**config.mk**
```make
export PLATFORM = sky130hd
export DESIGN_NAME = iomem_pwm_leds
export DESIGN_NICKNAME = d
export VERILOG_FILES = /design/src/rtl/iomem_pwm_leds.sv
export SDC_FILE = /design/constraint.sdc
export NUM_CORES = 1
export LEC_CHECK = 0
export CORE_ASPECT_RATIO = 0.75
export CORE_MARGIN = 5
export CORE_UTILIZATION = 50
export DETAILED_ROUTE_END_ITERATION = 6
export PLACE_DENSITY_LB_ADDON = 0.2
export SLEW_MARGIN = 20
export SYNTH_ARGS = -nofsm -noshare
export SYNTH_HDL_FRONTEND = slang
export SYNTH_SLANG_ARGS = --single-unit
export TNS_END_PERCENT = 50
```
**constraint.sdc**
```tcl
create_clock -name clk -period 2.85 [get_ports clk]
set_clock_uncertainty 0.2 [all_clocks]
set_input_delay 0.855 -clock clk [delete_from_list [all_inputs] [get_ports clk]]
set_output_delay 0.855 -clock clk [all_outputs]
set_load 0.02 [all_outputs]
```
**src/rtl/iomem_pwm_leds.sv**
```systemverilog
// iomem_pwm_leds: 8-channel PWM LED controller, slave on the picosoc iomem bus.
// Duties are double-buffered and swap in at the period wrap, which also raises the interrupt.
module iomem_pwm_leds #(
   parameter logic [7:0] ADDR_HI = 8'h04,
   parameter int         NUM_CH  = 8
) (
   input  logic              clk,
   input  logic              resetn,
   input  logic              iomem_valid,
   output logic              iomem_ready,
   input  logic [3:0]        iomem_wstrb,
   input  logic [31:0]       iomem_addr,
   input  logic [31:0]       iomem_wdata,
   output logic [31:0]       iomem_rdata,
   output logic [NUM_CH-1:0] leds,
   output logic              irq
);

   localparam logic [2:0] OFS_CTRL     = 3'd0;
   localparam logic [2:0] OFS_PRESCALE = 3'd1;
   localparam logic [2:0] OFS_DUTY_LO  = 3'd2;
   localparam logic [2:0] OFS_DUTY_HI  = 3'd3;
   localparam logic [2:0] OFS_COUNT    = 3'd4;

   logic                  ready_reg;
   logic [31:0]           rdata_reg;
   logic [31:0]           rdata_next;
   logic                  en_reg;
   logic                  irq_en_reg;
   logic                  irq_pend_reg;
   logic [15:0]           prescale_reg;
   logic [15:0]           pre_cnt_reg;
   logic [7:0]            pwm_cnt_reg;
   logic [NUM_CH*8-1:0]   shadow_reg;
   logic [NUM_CH*8-1:0]   active_reg;
   logic [NUM_CH-1:0]     leds_reg;
   logic [NUM_CH-1:0]     leds_next;
   logic [NUM_CH-1:0]     duty_we;

   logic                  sel;
   logic                  wr_en;
   logic [2:0]            ofs;
   logic                  tick;
   logic                  wrap;
   logic                  w1c_pend;
   logic                  addr_unused;

   // Holding off while ready is high keeps a held valid from being acked twice.
   assign sel      = iomem_valid && !ready_reg && (iomem_addr[31:24] == ADDR_HI);
   assign wr_en    = sel && (iomem_wstrb != 4'b0000);
   assign ofs      = iomem_addr[4:2];
   assign w1c_pend = wr_en && (ofs == OFS_CTRL) && iomem_wstrb[1] && iomem_wdata[8];

   assign addr_unused = ^{iomem_addr[23:5], iomem_addr[1:0]};

   assign tick = en_reg && (pre_cnt_reg == prescale_reg);
   assign wrap = tick && (pwm_cnt_reg == 8'hFF);

   // Per-channel write enables and compare outputs; channel n lives in byte lane n mod 4.
   for (genvar gi = 0; gi < NUM_CH; gi++) begin : g_ch
      localparam int         LANE     = gi % 4;
      localparam logic [2:0] OFS_DUTY = (gi < 4) ? OFS_DUTY_LO : OFS_DUTY_HI;

      assign duty_we[gi]   = wr_en && (ofs == OFS_DUTY) && iomem_wstrb[LANE];
      assign leds_next[gi] = en_reg && (pwm_cnt_reg < active_reg[8*gi +: 8]);
   end

   always_comb begin
      rdata_next = 32'd0;
      case (ofs)
         OFS_CTRL:     rdata_next = {23'd0, irq_pend_reg, 6'd0, irq_en_reg, en_reg};
         OFS_PRESCALE: rdata_next = {16'd0, prescale_reg};
         OFS_DUTY_LO:  rdata_next = shadow_reg[31:0];
         OFS_DUTY_HI:  rdata_next = shadow_reg[63:32];
         OFS_COUNT:    rdata_next = {pre_cnt_reg, 8'd0, pwm_cnt_reg};
         default:      rdata_next = 32'd0;
      endcase
   end

   always_ff @(posedge clk or negedge resetn) begin
      if (!resetn) begin
         ready_reg <= 1'b0;
         rdata_reg <= 32'd0;
      end else if (sel) begin
         ready_reg <= 1'b1;
         rdata_reg <= rdata_next;
      end else begin
         ready_reg <= 1'b0;
         rdata_reg <= 32'd0;
      end
   end

   always_ff @(posedge clk or negedge resetn) begin
      if (!resetn) begin
         en_reg       <= 1'b0;
         irq_en_reg   <= 1'b0;
         irq_pend_reg <= 1'b0;
         prescale_reg <= 16'd0;
      end else begin
         if (wr_en && (ofs == OFS_CTRL) && iomem_wstrb[0]) begin
            en_reg     <= iomem_wdata[0];
            irq_en_reg <= iomem_wdata[1];
         end
         if (wrap) begin
            irq_pend_reg <= 1'b1;
         end else if (w1c_pend) begin
            irq_pend_reg <= 1'b0;
         end
         if (wr_en && (ofs == OFS_PRESCALE)) begin
            if (iomem_wstrb[0]) prescale_reg[7:0]  <= iomem_wdata[7:0];
            if (iomem_wstrb[1]) prescale_reg[15:8] <= iomem_wdata[15:8];
         end
      end
   end

   // A PRESCALE written below pre_cnt simply lets pre_cnt run round through 0xFFFF.
   always_ff @(posedge clk or negedge resetn) begin
      if (!resetn) begin
         pre_cnt_reg <= 16'd0;
         pwm_cnt_reg <= 8'd0;
      end else if (!en_reg) begin
         pre_cnt_reg <= 16'd0;
         pwm_cnt_reg <= 8'd0;
      end else if (tick) begin
         pre_cnt_reg <= 16'd0;
         pwm_cnt_reg <= pwm_cnt_reg + 8'd1;
      end else begin
         pre_cnt_reg <= pre_cnt_reg + 16'd1;
      end
   end

   // Active duty only changes while idle or at the wrap, so a period never glitches.
   always_ff @(posedge clk or negedge resetn) begin
      if (!resetn) begin
         shadow_reg <= '0;
         active_reg <= '0;
         leds_reg   <= '0;
      end else begin
         for (int i = 0; i < NUM_CH; i++) begin
            if (duty_we[i]) shadow_reg[8*i +: 8] <= iomem_wdata[8*(i%4) +: 8];
         end
         if (!en_reg || wrap) active_reg <= shadow_reg;
         leds_reg <= leds_next;
      end
   end

   assign iomem_ready = ready_reg;
   assign iomem_rdata = rdata_reg;
   assign leds        = leds_reg;
   assign irq         = irq_en_reg & irq_pend_reg;

endmodule
```
---- Yosys cells after proc, flatten, opt, wreduce, memory -nomap -nowiden ----
Cells that the tools add are included.
storage, ports and cells
  register bits after elaboration ......... 212
  input port bits ......................... 71
  output and inout port bits .............. 42
  logic and storage cells ................. 83
cells by class
  add/subtract/negate cells ............... 2
  order comparisons ....................... 8
  equal/unequal tests ..................... 8
  mux-type cells .......................... 9
  bitwise operators ....................... 1
  reduce and logical (&&, ||, !) cells .... 36
operators with widths
  operator               number
  $pmux 32 s5            1
  $lt 8x8->1             8
  $mux 16                2
  $mux 32                1
  $logic_and 1x1->1      28
  $add 16x1->16 const B  1
  $eq 16x16->1           1
  $mux 8                 2
  $add 8x1->8 const B    1
  $eq 8x3->1 const B     1
  $eq 8x8->1 const B     1
  $eq 3x2->1 const B     2
  $reduce_and 2->1       2
  $reduce_bool 4->1      1
  $eq 3x1->1 const B     1
  $eq 3x3->1 const B     1
  $logic_not 3->1        1
  $mux 1                 3
  $logic_not 1->1        2
  $ne 2x1->1 const B     1
  $reduce_bool 2->1      1
  $and 1x1->1            1
  $logic_or 1x1->1       1

---- Logic depth before layout (Yosys ltp) ----
  word-level depth ........................ 9
  mapped depth ............................ 7

---- Worst setup path after synthesis ----
Ideal clock, no wire load.
  path type ............................... input port to flip-flop
  start ................................... input port iomem_addr[27]
  end ..................................... register shadow_reg[32]
  library setup time ...................... 0.125 ns
  arrival ................................. 2.490 ns
  required time ........................... 2.525 ns
  setup slack ............................. 0.035 ns
  cell stages on the path ................. 5
  cells stage by stage .................... or4b_1 -> nor3_1 -> nand2_1 -> nor2_2 -> mux2_2
on the way
  word-level cells in the longest chain between the ends .. 5
RTL lines
  element                          line  RTL
  start: declaration               12    input logic [31:0] iomem_addr,
  $eq 8x3->1                       49    assign sel = iomem_valid && !ready_reg && (iomem_addr[31:24] == ADDR_HI);
  $logic_and 1x1->1                49
  $logic_and 1x1->1                50    assign wr_en = sel && (iomem_wstrb != 4'b0000);
  $logic_and 1x1->1 (2 in series)  64    assign duty_we[gi] = wr_en && (ofs == OFS_DUTY) && iomem_wstrb[LANE];
  end signal: indexed assignment   140   if (duty_we[i]) shadow_reg[8*i +: 8] <= iomem_wdata[8*(i%4) +: 8];
  end: declaration                 34    logic [NUM_CH*8-1:0] shadow_reg;
Every way passes these cells.
A chain may end at the register's enable or synchronous reset.

---- Worst setup path in the final report ----
  start ................................... input port iomem_addr[27]
  end ..................................... register shadow_reg[44]
Same word-level chain as after synthesis.

==> out/metrics.cfg <==
[status]
status=finished clean

[sta]
fmax_mhz=357.3
final.setup.tns_ps=0
setup_violations=0
tightestPinTransition_ps=623.4
unrepaired_setup_endpoints_after_global_routing=no
final_critical_path_setup_slack_ps=51.22
number_of_max_slew_violations_in_the_final_report=0
finalCritPeriodShare_pct=98.20
timing_hold_violations_final=0
period_needed_ps=2799
timing.max_slew.rel_slack_pct=58.36

[finish]
design.final.nets=1124
final_design_area_no_fill_sq_um=12780
fillCellCount=1659
final_cells=1291
syn_to_final_growth_pct=22.56
insertedDiodeCount=0
drive_gt1_share_pct=25.27

[global_route]
globalRouteTotalUtil_pct=21.83
grt-ovfl-total=0
wire_length_of_the_first_global_routing_pass_mm=40.75
largest_net_degree_at_the_start_of_global_routing=66
number_of_antenna_violations_at_the_first_check_in_global_routing=0
vias_in_the_first_global_route=7171

[power_and_ir_drop]
seq_power_share_pct=48.9
p_sw_mw=1.306
power.static_leakage_nw=5.958
p_int_mw=4.886
ir_worst_vdd_uv=327.7
fraction_of_power_consumed_by_the_clock_network_pct=47.0
combPwrFrac_pct=4.1
swShare_pct=21.09
powerDensity_nw_per_um2=484.6

[critical_path]
cp_common_cell=sky130_fd_sc_hd__buf_4
timing.critical_path.fanout_max=4
timing.critical_path.required_ps=3040
max_stage_delay_ps=520
setup.worst_path.end_class=flip-flop
criticalPathCategory=in -> reg
worst-r2r-cell-count=6
cp-start-kind=input port
crit_arrival_ps=2990
critical_path.reg2reg.startpoint=pre_cnt_reg[8]$_DFF_PN0_
crit_slowest_cell=sky130_fd_sc_hd__or4b_1
timing.reg2reg.setup_slack_ps=310
worstPathCellList=clkdlybuf4s50_1 -> or4b_1 -> nor3_1 -> buf_4 -> nand2_1 -> nor2_2 -> buf_4 -> mux2_2
end_of_the_worst_register_to_register_path=active_reg[44]$_DFFE_PN0P_

[clock_tree]
clk_path_buf_depth=3
clockRootBuffer=sky130_fd_sc_hd__clkbuf_16
cts.repair.resized=0
cts.repair_timing.setup_buffer_count=0
cts_made_buffers=22
cts_hold_repair.buffers=0
clk_pin_slew_ps=60
clock_latency_reported_for_the_late_side_of_the_worst_skew_pair_ps=510
htree_num_levels=1
cts_tree=yes
numClockSinks=212

[floorplanning]
top_level_ports=113
y_dimension_of_the_die_microns=135.1
die_area_sq_um=23870
core_region_area_sq_um=20380
die_width_microns=176.7
floorplan.initialDensity_pct=51.15
rows=45

[synthesis]
yosys_warnings=0
syn_area_per_cell_sq_um=12.15
top_count_cell_post_synth=sky130_fd_sc_hd__dfrtp_1
postSynth.asyncResetShare_pct=100.0
yosys_top_cell_by_area=sky130_fd_sc_hd__dfrtp_1
synth-edff-count=0
ys_top_cells_by_count=sky130_fd_sc_hd__dfrtp_1 (212), sky130_fd_sc_hd__mux2_2 (93), sky130_fd_sc_hd__nor2_1 (69), sky130_fd_sc_hd__inv_1 (66), sky130_fd_sc_hd__mux2_4 (60)
synth.ff_latch_count=212
syn_nets=987
syn_inst_count=858
syn_area_sq_um=10420
synth_top_cells_by_area=sky130_fd_sc_hd__dfrtp_1 (51%), sky130_fd_sc_hd__mux2_2 (10%), sky130_fd_sc_hd__mux2_4 (8.6%)
ys_dominant_reg_cell=sky130_fd_sc_hd__dfrtp_1
distinct_cells_synth=40
yosysTopAreaCellShare_pct=50.89
seq_area_frac_synth_pct=50.89

[placed_design]
io_buffer_count=91
pre_cts_ws_ps=-434.7
post-dp-hpwl_mm=18.58
post-place-cells=1253
place.gp.congestion=0.8441
postPlaceCellArea_sq_um=12050

[route]
drt_iter0_drc=447
drtPass1Iterations=5
routed_length_per_instance_microns=20.09
via_per_inst=5.446
totalWireLength_mm=25.94
residual_drc_count=0
final_antenna_net_count=0
overall_via_count_from_detail_route=7031

[flow_run]
max_cap_violations=0

[worst_hold_path]
timing.hold.worst.class=in -> async

==> per-layer routing <==
layer,global-route usage (%),share of wire [%],vias to the layer above
met1,32.79,48,3527
li1,-,-,3295
met3,3.778,5.4,35
met4,4.553,1.6,0
met5,0,0,-
met2,33.53,45,174
==> worst max-delay path by stage <==
stage / slack, ps / from / cells after the start / end
2_1_floorplan: 30 / iomem_addr[27] / 5 / shadow_reg[32]$_DFFE_PN0P_
3_3_place_gp: -420 / iomem_addr[27] / 8 / shadow_reg[46]$_DFFE_PN0P_
3_5_place_dp: -430 / iomem_addr[27] / 8 / shadow_reg[45]$_DFFE_PN0P_
4_1_cts: 80 / iomem_addr[27] / 8 / shadow_reg[44]$_DFFE_PN0P_
5_1_grt: 20 / iomem_addr[27] / 8 / shadow_reg[16]$_DFFE_PN0P_
6_report: 50 / iomem_addr[27] / 8 / shadow_reg[44]$_DFFE_PN0P_
==> through the flow <==
step | hold WS [ps] | power, mW | util, %
floorplan | 264.4 | 3.142 | -
CTS | 127.8 | 6.255 | 62.69
global placement | 293.6 | 3.339 | 59.10
global route | 144.1 | 6.410 | 62.69
detailed placement | 292.9 | 3.340 | 59.10
finish | 100.1 | 6.192 | 62.69
==> cell usage in the layout, fill, tap and decap left out, types with 2 or more instances in the layout <==
master,n
sky130_fd_sc_hd__o21ai_0,11
sky130_fd_sc_hd__clkbuf_16,23
sky130_fd_sc_hd__clkbuf_1,5
sky130_fd_sc_hd__a21o_1,12
sky130_fd_sc_hd__xnor2_1,5
sky130_fd_sc_hd__o311ai_0,3
sky130_fd_sc_hd__o31ai_1,8
sky130_fd_sc_hd__or4_1,3
sky130_fd_sc_hd__and2_1,2
sky130_fd_sc_hd__clkinv_2,3
sky130_fd_sc_hd__bufinv_16,2
sky130_fd_sc_hd__nor2_2,10
sky130_fd_sc_hd__nand4_1,3
sky130_fd_sc_hd__or3_1,3
sky130_fd_sc_hd__nand3_1,20
sky130_fd_sc_hd__clkbuf_8,4
sky130_fd_sc_hd__buf_4,43
sky130_fd_sc_hd__a31oi_1,5
sky130_fd_sc_hd__inv_1,66
sky130_fd_sc_hd__mux2_4,60
sky130_fd_sc_hd__mux2_2,93
sky130_fd_sc_hd__nand2_1,22
sky130_fd_sc_hd__nor3_1,4
sky130_fd_sc_hd__mux2i_1,4
sky130_fd_sc_hd__a211oi_1,5
sky130_fd_sc_hd__clkdlybuf4s50_1,90
sky130_fd_sc_hd__nor2b_1,13
sky130_fd_sc_hd__a22oi_1,39
sky130_fd_sc_hd__buf_12,12
sky130_fd_sc_hd__nor2_1,69
sky130_fd_sc_hd__nand2b_1,11
sky130_fd_sc_hd__xor2_1,26
sky130_fd_sc_hd__and3_1,3
sky130_fd_sc_hd__dfrtp_1,212
sky130_fd_sc_hd__ha_1,58
sky130_fd_sc_hd__a21oi_1,45
sky130_fd_sc_hd__nor4_1,4
==> layout make-up <==
| type | count | area (sq um) | area share, % |
|---|---|---|---|
| tap | 282 | 352.8 | 2.761 |
| inverter | 66 | 247.7 | 1.939 |
| multi-input combinational | 547 | 4661 | 36.48 |
| sequential | 212 | 5305 | 41.52 |
| timing repair buffer | 146 | 1479 | 11.57 |
| clock inverter | 6 | 82.58 | 0.6463 |
| clock buffer | 32 | 649.4 | 5.082 |
==> critical path: cells and delay by family <==
| kind | cells | cell delay [ps] |
|---|---|---|
| buffers and inverters | 3 | 730 |
| and+or+nand+nor | 4 | 1070 |
| muxes | 1 | 340 |
==> power groups by stage <==
stage	Combinational (mW)	Clock, mW	Sequential [mW]
final	0.256	2.91	3.03
after global routing	0.279	3.11	3.03
after CTS	0.259	2.97	3.03
after detailed placement	0.259	0	3.08
after global placement	0.258	0	3.08
after floorplan	0.0628	0	3.08
==> cells by family (layout without fill, tap and decap cells) <==
kind of cell,Yosys count,count (layout),synth area share (%)
DFF,212,212,50.89
and+or+nand+nor,172,172,8.065
muxes,157,157,19.07
AOI/OAI and AO/OA,129,129,8.005
buffers and inverters,99,250,4.405
adders and majority gates,58,58,6.961
xor gates and xnor gates,31,31,2.604
Note: power is estimated with default switching activity, not from simulation.
==> edit 1, RTL diff (config.mk and constraints unchanged) <==
Reset style: synchronous (`resetn`), changed in 4 clocked blocks.
--- a/src/rtl/iomem_pwm_leds.sv
+++ b/src/rtl/iomem_pwm_leds.sv
@@ -78,5 +78,5 @@
    end
 
-   always_ff @(posedge clk or negedge resetn) begin
+   always_ff @(posedge clk) begin
       if (!resetn) begin
          ready_reg <= 1'b0;
@@ -91,5 +91,5 @@
    end
 
-   always_ff @(posedge clk or negedge resetn) begin
+   always_ff @(posedge clk) begin
       if (!resetn) begin
          en_reg       <= 1'b0;
@@ -115,5 +115,5 @@
 
    // A PRESCALE written below pre_cnt simply lets pre_cnt run round through 0xFFFF.
-   always_ff @(posedge clk or negedge resetn) begin
+   always_ff @(posedge clk) begin
       if (!resetn) begin
          pre_cnt_reg <= 16'd0;
@@ -131,5 +131,5 @@
 
    // Active duty only changes while idle or at the wrap, so a period never glitches.
-   always_ff @(posedge clk or negedge resetn) begin
+   always_ff @(posedge clk) begin
       if (!resetn) begin
          shadow_reg <= '0;
Check against the original RTL: differs if resetn is asserted again (counterexample within 4 cycles, from zero or initial values and one cycle with resetn low); with resetn held inactive, the same outputs for 4 cycles.
==> edit 1 against the unedited design <==
- via count increased by 17%
- area after synthesis is 4.5% lower
- worst setup slack improved by 0.097 ns
- cell area shrank 5.1%
- routed wire length increased by 2.7%
- cell count grew 17%
- sequential cell count unchanged
- total power fell by 2.2%
- largest cell class is now multi-input gates
- largest power group unchanged
==> edit 1: results (changes against the unedited design) <==
Route
  – WL/cell: 17.7 um (-12%)
  – DRT Wirelength: 26,600 um (+2.7%)
  – Via density: 5.47 (+0.47%)

Clock tree
  – TritonCTS Buffers: 21 (-4.5%)

Logic synthesis
  – Sequential area share after synthesis: 42.6% (-8.2 points)
  – Most frequent cells after synthesis: 212 x dfxtp_1, 115 x nand2_1, 111 x nand3_1
  – Net count after synthesis: 1,269 (+29%)

Worst setup path
  – R2R cell count: 7 (+1)
  – CP max stage cell: clkdlybuf4s50_1
  – Worst setup startpoint: irq_pend_reg
  – Worst Path Max Fanout: 3 (-1)
  – Reg-to-reg startpoint: pwm_cnt_reg[2]
  – Worst endpoint data arrival time: 1.65 ns (-1.34 ns)
  – Max incr delay on CP: 0.61 ns (+0.09 ns)
  – Top delay family on crit path: buffers and inverters

Placed design
  – Placed instance count: 1,469 (+17%)
  – Gpl congestion: 0.858 (+1.7%)
  – Post-DP HPWL: 19,200 um (+3.5%)
  – Worst slack, placed: -0.248 ns (+0.186 ns)

Power
  – Maximum vdd ir drop: 328 uV (+0.10%)
  – Leakage power: 0.00425 uW (-29%)

Run status
  – Status: finished, final reports clean

Layout
  – Layout Nets: 1,368 (+22%)
  – Fill cell count: 1,740 (+4.9%)
  – Layout cell share with drive strength beyond 1: 8.21% (-17 points)

Timing
  – Slew at the pin with the worst max-slew slack: 0.707 ns (+0.0841 ns)

Global routing
  – Pin count of the biggest net entering global routing: 137 (+110%)
  – Global-route wire length before repair: 42,900 um (+5.2%)

Min path
  – Hold Crit Class: flip-flop to flip-flop
  – Hold Crit Start: active_reg[58]
[edit 1: cell count changes in the layout (fill, tap and decap cells not counted), moves of 60 or more]
cell / before / now
dfrtp_1: 212 / 0
o21ai_0: 11 / 78
mux2_4: 60 / 0
mux2i_1: 4 / 80
mux2_2: 93 / 2
dfxtp_1: 0 / 212
nand3_1: 20 / 111
nand2_1: 22 / 115
[edit 1: layout make-up]
type / instances / area (um2) / share of cell area [%]
clock buffer: 32 / 617 / 5.09
clock inverter: 6 / 90.1 / 0.743
inverter: 61 / 229 / 1.89
multi-input combinational: 798 / 5180 / 42.7
sequential: 212 / 4240 / 35.0
tap: 253 / 317 / 2.61
timing repair buffer: 145 / 1450 / 11.9
[edit 1: cells by family after synthesis]
| family | after synthesis | synth area share, % |
|---|---|---|
| and+or+nand+nor | 427 | 21.1 |
| DFF | 212 | 42.6 |
| AOI/OAI and AO/OA | 198 | 12.2 |
| buffers and inverters | 130 | 5.47 |
| muxes | 83 | 8.50 |
| adders and majority gates | 58 | 7.29 |
| xor gates and xnor gates | 32 | 2.82 |
[edit 1: final timing paths]
kind	endpoint	slack, ns
worst min-delay path	active_reg[58]	0.25
worst min register to register	active_reg[58]	0.25
worst max register to register	active_reg[47]	0.54
worst max-delay path	irq	0.15
[edit 1: power by group through the flow]
| stage | sequential [uW] | combinational (uW) | clock (uW) |
|---|---|---|---|
| after floorplan | 3030 | 103 | 0 |
| after global placement | 3030 | 231 | 0 |
| after detailed placement | 3030 | 231 | 0 |
| after CTS | 2960 | 233 | 2900 |
| after global routing | 2960 | 246 | 3050 |
| final | 2960 | 233 | 2860 |
[edit 1: routing by layer]
metal,global-route usage (%),vias to the layer above,wire [um]
met5,0,-,0
met4,6.78,0,760
met3,3.58,40,1390
met2,36.9,207,12100
met1,31.7,3877,12400
li1,-,4122,-
==> edit 2, RTL diff (same settings) <==
Made on the original files. `NUM_CH`: 8 -> 9.
--- a/src/rtl/iomem_pwm_leds.sv
+++ b/src/rtl/iomem_pwm_leds.sv
@@ -3,5 +3,5 @@
 module iomem_pwm_leds #(
    parameter logic [7:0] ADDR_HI = 8'h04,
-   parameter int         NUM_CH  = 8
+   parameter int         NUM_CH  = 9
 ) (
    input  logic              clk,
Ports: changed (resized leds); port bits go from 113 to 114. No check against the original RTL was run, so the function may have changed too.
==> edit 2 against the unedited design <==
- worst setup slack better by 0.0033 ns
- cell area fell by 2.3%
- critical path depth is the same
- total power fell by 1.3%
- largest power group unchanged
- routed wire length fell by 1.0%
- area after synthesis decreased by 2.6%
- worst hold slack is essentially flat
- sequential cell count unchanged
==> edit 2: results (changes against the unedited design) <==
Run status
  – Status: finished, final reports clean

Placed design
  – Gpl congestion: 0.872 (+3.3%)
  – Worst slack, placed: -0.568 ns (-0.133 ns)
  – Post-DP HPWL: 18,400 um (-1.2%)
  – PortBufs: 92 (+1.1%)
  – DP Area: 11,800 um2 (-2.3%)
  – Placed instance count: 1,224 (-2.3%)

Layout
  – Layout Nets: 1,119 (-0.44%)
  – Final Non-Filler Cells: 1,262 (-2.2%)
  – N_diodes: 0 (unchanged)
  – Layout cell share with drive strength beyond 1: 24.1% (-1.2 points)
  – Fill cell count: 1,599 (-3.6%)

Worst setup path
  – Worst endpoint data arrival time: 2.98 ns (about the same)
  – Reg-to-reg startpoint: pre_cnt_reg[5]
  – Worst Path Max Fanout: 8 (+4)
  – Max incr delay on CP: roughly 0.53 ns
  – CP max stage cell: or4b_1
  – R2R Path End: active_reg[14]
  – R2R cell count: 6 (unchanged)
  – Flop2flop setup slack: 0.22 ns (-0.09 ns)

Route
  – Met1 Wirelength: 12,400 um (about the same)
  – Via density: 5.58 (+2.5%)
  – DR top layer: met4
  – Met2 routed WL: 11,100 um (-5.4%)
  – DR pass1 iterations: 5 (unchanged)
  – Initial drt markers: 535 (+20%)
  – WL/cell: 20.3 um (+1.3%)
  – Metal3 WL: 1660 um (+18%)

Logic synthesis
  – Sequential area share after synthesis: 52.2% (+1.3 points)
  – Synth top area cells: dfrtp_1 52%, mux2_2 16%, ha_1 7.1%
  – Most frequent cells after synthesis: 212 x dfrtp_1, 148 x mux2_2, 69 x nor2_1
  – Ys async rst share: 100% (unchanged)
  – Cell count after synthesis: 858 (unchanged)
  – Netlist cell types: 41 (+2.5%)

Timing
  – Slew margin rel.: 58.0% (-0.31 points)
  – Slew Limit Fails: 0 (unchanged)
  – Hold Slack: 0.100 ns (+0.000366 ns)

Global routing
  – Initial antenna violation count: 0 (unchanged)
  – Met2 Use GR: 33.1% (-0.39 points)
  – GRT met1 Usage: 33.7% (+0.93 points)
  – Pin count of the biggest net entering global routing: 68 (+3.0%)
  – Met3 Track Usage GR: 4.77% (+0.99 points)
  – Vias in the first global route: 7,128 (-0.60%)
  – Global-route usage over all layers: 22.2% (+0.39 points)
  – Global-route wire length before repair: 40,700 um (about the same)

Power
  – Maximum vdd ir drop: 337 uV (+3.0%)
  – Clock Power: 2830 uW (-3%)
  – Comb power: 252 uW (-2%)
  – Sw Ratio: 21.1% (about the same)
  – Top power group: registers
  – Leakage power: 0.00572 uW (-4.0%)
  – Clk pwr share: 46.4% (-0.6 points)

Clock tree
  – Clk buf depth: 3 (unchanged)
  – TritonCTS Buffers: 22 (unchanged)
  – CTS root buf: clkbuf_16
  – CTS clk-pin slew, worst paths: 0.06 ns (about the same)
  – # Post-CTS Setup Buffers: 0 (unchanged)

Min path
  – Hold Crit Class: input pin to asynchronous set/reset pin
-- edit 2: cell count changes after synthesis, sizes merged, moves of 2 or more --
cell   before  now
xor2       26   22
nand3      20   15
nand4       4    6
and3        3    5
xnor2       5    9
-- edit 2: area by class of cell --
cell class                 count  area (um2)  area share (%)
clock buffer                  36         674            5.40
clock inverter                 2        35.0           0.281
inverter                      67         251            2.02
multi-input combinational    546        4430            35.5
sequential                   212        5310            42.5
tap                          258         323            2.59
timing repair buffer         141        1460            11.7
-- edit 2: worst max path at each step --
| stage | to | slack, ns | cells past startpoint | startpoint |
|---|---|---|---|---|
| 2_1_floorplan | shadow_reg[10] | 0.03 | 5 | iomem_addr[27] |
| 3_3_place_gp | shadow_reg[29] | -0.51 | 8 | iomem_addr[27] |
| 3_5_place_dp | shadow_reg[31] | -0.57 | 8 | iomem_addr[29] |
| 4_1_cts | shadow_reg[31] | 0.05 | 8 | iomem_addr[29] |
| 5_1_grt | shadow_reg[17] | 0.001 | 8 | iomem_addr[29] |
| 6_report | shadow_reg[23] | 0.05 | 8 | iomem_addr[29] |
-- edit 2: critical path: cells and delay by family --
kind | cells | cell delay, ns
buffers and inverters | 3 | 0.72
muxes | 1 | 0.34
and+or+nand+nor | 4 | 1.05
-- edit 2: cell families after synthesis --
family	count (synthesis)	synth area share, %
flip-flops	212	52.2
AND/OR/NAND/NOR	170	8.19
multiplexers	156	17.3
AO/OA/AOI/OAI	131	8.34
buffers and inverters	100	4.16
adder cells (fa/ha/maj)	58	7.14
XOR/XNOR	31	2.67
-- edit 2: timing repair --
action,4_1_cts,5_1_grt
setup endpoints to repair,45,2
gates resized for setup,1,0
pin swaps,0,1
cloned,0,0
